**config.mk**
```make
export PLATFORM = sky130hd
export DESIGN_NAME = mvm_result_drain
export DESIGN_NICKNAME = d
export VERILOG_FILES = /design/src/rtl/mvm_result_drain.sv
export SDC_FILE = /design/constraint.sdc
export NUM_CORES = 1
export LEC_CHECK = 0
export BUFFER_PORTS_ARGS = -buffer_cell sky130_fd_sc_hd__buf_4
export CAP_MARGIN = 5
export CORE_AREA = 2 2 216 218
export CTS_CLUSTER_SIZE = 28
export DETAILED_ROUTE_END_ITERATION = 10
export DIE_AREA = 0 0 218 220
export GPL_TIMING_DRIVEN = 1
export PLACE_DENSITY = 0.48
export SYNTH_ARGS = -nofsm -noshare
export SYNTH_HDL_FRONTEND = slang
export SYNTH_SLANG_ARGS = --single-unit
```
**constraint.sdc**
```tcl
create_clock -name clk -period 7.36 [get_ports clk]
set_input_delay 0.736 -clock clk [delete_from_list [all_inputs] [get_ports clk]]
set_output_delay 0.736 -clock clk [all_outputs]
set_load 0.01 [all_outputs]
```
**src/rtl/mvm_result_drain.sv**
```systemverilog
// Result drain for the matrix-vector multiplier: captures M words after each done, saturates them, and buffers them in a FIFO.
// Optional MVM_DRAIN_RELU_EN clamps negative results to zero before saturation.
module mvm_result_drain #(
  parameter int M         = 20,
  parameter int IN_WIDTH  = 16,
  parameter int RES_WIDTH = 8,
  parameter int DEPTH     = 40
) (
  input  logic                 clk,
  input  logic                 reset,
  input  logic                 done,
  input  logic [IN_WIDTH-1:0]  data_in,
  output logic [RES_WIDTH-1:0] out_data,
  output logic                 out_valid,
  output logic                 out_last,
  input  logic                 out_ready,
  output logic                 can_start,
  output logic                 overflow,
  output logic                 dbg_state_o
);

  // Output stream: a word transfers on a rising edge where out_valid && out_ready;
  // out_valid never drops and out_data/out_last never change until that transfer.

  localparam int ROW_W = (M > 1) ? $clog2(M) : 1;
  localparam int PTR_W = (DEPTH > 1) ? $clog2(DEPTH) : 1;
  localparam int CNT_W = $clog2(DEPTH + 1);
  localparam logic signed [IN_WIDTH-1:0] SAT_MAX = IN_WIDTH'((1 << (RES_WIDTH - 1)) - 1);
  localparam logic signed [IN_WIDTH-1:0] SAT_MIN = ~SAT_MAX;

  typedef enum logic {IDLE = 1'b0, CAPTURE = 1'b1} state_t;

  state_t             state_q, state_d;
  logic [ROW_W-1:0]   row_q, row_d;
  logic [PTR_W-1:0]   wr_ptr_q, wr_ptr_d;
  logic [PTR_W-1:0]   rd_ptr_q, rd_ptr_d;
  logic [CNT_W-1:0]   count_q, count_d;
  logic               overflow_q, overflow_d;
  logic [RES_WIDTH:0] mem_q [DEPTH];

  logic                       push, pop, push_last, free_ok;
  logic signed [IN_WIDTH-1:0] din_s;
  logic [RES_WIDTH-1:0]       sat_word;

  function automatic logic [PTR_W-1:0] ptr_inc(input logic [PTR_W-1:0] p);
    return (p == PTR_W'(DEPTH - 1)) ? '0 : p + PTR_W'(1);
  endfunction

  always_comb begin
    din_s = $signed(data_in);
`ifdef MVM_DRAIN_RELU_EN
    if (din_s[IN_WIDTH-1]) din_s = '0;
`endif
    if (din_s > SAT_MAX)      sat_word = SAT_MAX[RES_WIDTH-1:0];
    else if (din_s < SAT_MIN) sat_word = SAT_MIN[RES_WIDTH-1:0];
    else                      sat_word = din_s[RES_WIDTH-1:0];
  end

  // Room for a whole vector must exist when done arrives, so a push never meets a full FIFO.
  assign free_ok   = (count_q <= CNT_W'(DEPTH - M));
  assign push_last = (row_q == ROW_W'(M - 1));

  always_comb begin
    state_d    = state_q;
    row_d      = row_q;
    overflow_d = overflow_q;
    push       = 1'b0;
    case (state_q)
      IDLE: begin
        if (done) begin
          if (free_ok) begin
            state_d = CAPTURE;
            row_d   = '0;
          end else begin
            overflow_d = 1'b1;
          end
        end
      end
      CAPTURE: begin
        push = 1'b1;
        if (done) overflow_d = 1'b1;
        if (push_last) state_d = IDLE;
        else           row_d   = row_q + ROW_W'(1);
      end
      default: state_d = IDLE;
    endcase
  end

  assign out_valid = (count_q != '0);
  assign pop       = out_valid && out_ready;

  always_comb begin
    wr_ptr_d = push ? ptr_inc(wr_ptr_q) : wr_ptr_q;
    rd_ptr_d = pop  ? ptr_inc(rd_ptr_q) : rd_ptr_q;
    count_d  = count_q;
    case ({push, pop})
      2'b10:   count_d = count_q + CNT_W'(1);
      2'b01:   count_d = count_q - CNT_W'(1);
      default: count_d = count_q;
    endcase
  end

  always_ff @(posedge clk) begin
    if (!reset) begin
      state_q    <= IDLE;
      row_q      <= '0;
      wr_ptr_q   <= '0;
      rd_ptr_q   <= '0;
      count_q    <= '0;
      overflow_q <= 1'b0;
    end else begin
      state_q    <= state_d;
      row_q      <= row_d;
      wr_ptr_q   <= wr_ptr_d;
      rd_ptr_q   <= rd_ptr_d;
      count_q    <= count_d;
      overflow_q <= overflow_d;
    end
  end

  // Storage needs no reset: occupancy gates every read.
  always_ff @(posedge clk) begin
    if (push) mem_q[wr_ptr_q] <= {push_last, sat_word};
  end

  assign out_data    = out_valid ? mem_q[rd_ptr_q][RES_WIDTH-1:0] : '0;
  assign out_last    = out_valid ? mem_q[rd_ptr_q][RES_WIDTH] : 1'b0;
  assign can_start   = (state_q == IDLE) && free_ok;
  assign overflow    = overflow_q;
  assign dbg_state_o = state_q;

endmodule

```
==> impl_results.md <==
- Via density: approximately 5
- Initial antenna violation count: 1
- Fmax achieved: 233.5 MHz
- Vias in the first global route: between 8000 and 9000
- Clock Skew: ~14 ps
- Antenna Cells: 0
- 1st-pass router iterations: 5
- Post-synth EDFFs: 360
- Share of the synthesized area in the top cell type: 0.6850
- Die Wd: between 200 and 250 um
- Layout fillers: 4293
- Die Ht: roughly 220 um
- Syn avg cell area: between 15 and 20 sq um
- Total Wirelength: ~37000 um
- Post-synth top area cell: edfxtp_1
- Final period utilization: 0.5819
- Root Driver: clkbuf_16
- Initial Utilization: 0.3441
- CTS tree: built
- Worst r2r src: dbg_state_o
- First-pass GRT wire length: around 55000 um
- Reg2reg end: mem_q[19][7]
- Routability Congestion: about 0.76
- Hpwl dp: about 22000 um
- Leak: between 5 and 6 nW
- Gate Count Post-Synth: between 900 and 1000
- # setup viols final: 0
- Peak supply drop: ~0.27 mV
- Data arrival time of the worst path: roughly 3600 ps
- Register bit total from synthesis: 391
- Min-Delay Path Class: in2reg
- Slew Limit Fails: 0
- Core area: 0.04586 sq mm
- Post-cts sizing count: 0
- Ports: 33
- Clock-pin slew on the worst setup and hold paths: approximately 60 ps
- All-Layer GR Usage: 0.1565
- Unrepaired setup endpoints after global routing: no
- Post-synth net total: between 900 and 1000
- Routed vias: about 8400
- Most common cell after layout, fill and taps aside: edfxtp_1
- Asr flop ratio synth: 0
- Worst EP required: between 6000 and 7000 ps
- Hold Vio Cnt, Final: 0
- Hold buffer count at cts: 0
- Status: finished, final reports clean
- Placed Cells: 1574
- Synth area leaders: edfxtp_1, mux2i_1, dfxtp_1, a22oi_1, mux4_2
- Kind of start point of the critical path: flop
- R2R Setup Slk: between 4000 and 5000 ps
- R2R depth: 3
- Post-CTS Setup Inserts: 0
- Nets: 1037
- Row cnt: 79
- Worst setup EP type: output pin
- PD cells: 323.3 mW/mm^2
- Crit path capture: out_data[5]
- Worst skew pair latency: between 500 and 600 ps
- Distinct cells, synth: 44
- Port-buffer cells: 32
- Sequential area share after synthesis: 0.7243
- Final min period: around 4300 ps
- Detailed Route Iter0 Violations: between 400 and 500
- Setup TNS: 0 ps
- CTS Buf Count: 42
- Setup CP Type: reg2out
- Total grt overflow: 0
- P&R area growth vs syn: 13.79%
- Max-slew headroom: 0.2168
- Layout cells sized above 1: 0.1481
- Hold depth: 2
- Max FO, Critical Path: 75
- Wire length per cell: roughly 22 um
- Residual DRC count: 0
- Buffer depth of the longest clock path: 3
- Worst slew pin tran: around 1200 ps
- ANT nets after route: 0
- Max Cap Viol: 0
- Yosys warns: 0
- Synth Cell Area: between 0.015 and 0.02 sq mm
- Clock Sinks: approximately 390
- Die footprint: approximately 0.048 sq mm
- Pin count of the biggest net entering global routing: 76
- Depth of the CTS H-tree: 2
- Commonest cells after routing, fill and taps aside: edfxtp_1, mux2i_1, a22oi_1
- Post-Layout Cell Count: between 1500 and 2000
- Main synth FF type: edfxtp_1
-- cells in the mapped netlist, drive strengths merged, types with 2 or more instances --
master / number
or3: 3
a22oi: 75
o21a: 17
xor2: 13
nand3: 5
inv: 4
dfxtp: 31
mux2i: 158
nor3: 24
or2: 2
clkbuf: 25
nor2b: 2
a31oi: 2
nor4: 11
nand2: 16
a21oi: 57
or4b: 2
a21o: 2
and3b: 2
nor2: 48
and3: 3
mux4: 18
buf: 34
nand4: 8
nand2b: 12
o21ai: 9
ha: 6
edfxtp: 360
-- registers in the layout, indices dropped and copies added (netlist names), named ones only --
signal       cells
overflow         1
mem_q          360
rd_ptr_q         6
dbg_state_o      1
count_q          6
wr_ptr_q         6
row_q            5
-- critical path: stages, from the launching register on --
cell and delay, ps:
dfxtp_4 650, buf_12 460, mux2i_1 150, a22oi_1 340
a21oi_1 210, nor4_1 720, o21a_1 220, buf_4 130
-- metal layers --
metal	global-route usage	wire, um	vias up
li1	-	-	3894
met1	0.2065	16670	4251
met5	0	0	-
met2	0.2592	17740	166
met3	0.02471	1356	57
met4	0.06122	1046	0
-- kinds of logic (layout without fill, tap and decap cells) --
kind of cell / Yosys count / count (layout) / share of synthesized area
xor+xnor: 14 / 14 / 0.007769
compound gates: 165 / 165 / 0.06842
simple gates: 141 / 141 / 0.04487
buf+inv: 64 / 147 / 0.02402
fa+ha+maj: 6 / 6 / 0.004756
flops: 391 / 391 / 0.7243
mux: 176 / 176 / 0.1259
-- how the worst min path moves through the flow --
stage,from,to,slack [ps]
after floorplan,count_q[5],count_q[5],460
after global placement,overflow,overflow,460
after detailed placement,overflow,overflow,490
after CTS,done,row_q[4],340
after global routing,done,row_q[4],370
final,done,row_q[4],380
-- through the flow --
stage / power, W / hold WS [ps] / utilization / setup WS [ps] / area (sq um)
6_report: 0.005806 / 378.6 / 0.3916 / 3077 / 17960
5_1_grt: 0.006063 / 370.5 / 0.3916 / 2899 / 17960
4_1_cts: 0.005885 / 344.9 / 0.3916 / 3105 / 17960
3_5_place_dp: 0.003959 / 490.5 / 0.3647 / 3730 / 16730
3_3_place_gp: 0.003960 / 460.4 / 0.3647 / 3671 / 16730
2_1_floorplan: 0.003602 / 455.6 / - / 4614 / 15780
-- where the power goes --
group / internal [W] / switching, W / total (W)
clock: 0.00108 / 0.000835 / 0.00191
combinational: 0.000591 / 0.000752 / 0.00134
sequential: 0.00247 / 0.0000767 / 0.00255
total: 0.00414 / 0.00166 / 0.00581
-- layout make-up --
cell class                 instances  area [sq um]  share of cell area
timing repair buffer              69         530.5             0.02954
sequential                       391         11430              0.6367
clock buffer                      49          1119             0.06228
clock inverter                    24         115.1            0.006409
tap                              607         759.5             0.04229
multi-input combinational        502          3983              0.2218
inverter                           5         18.77            0.001045
Power figures use the tool's default switching activity.
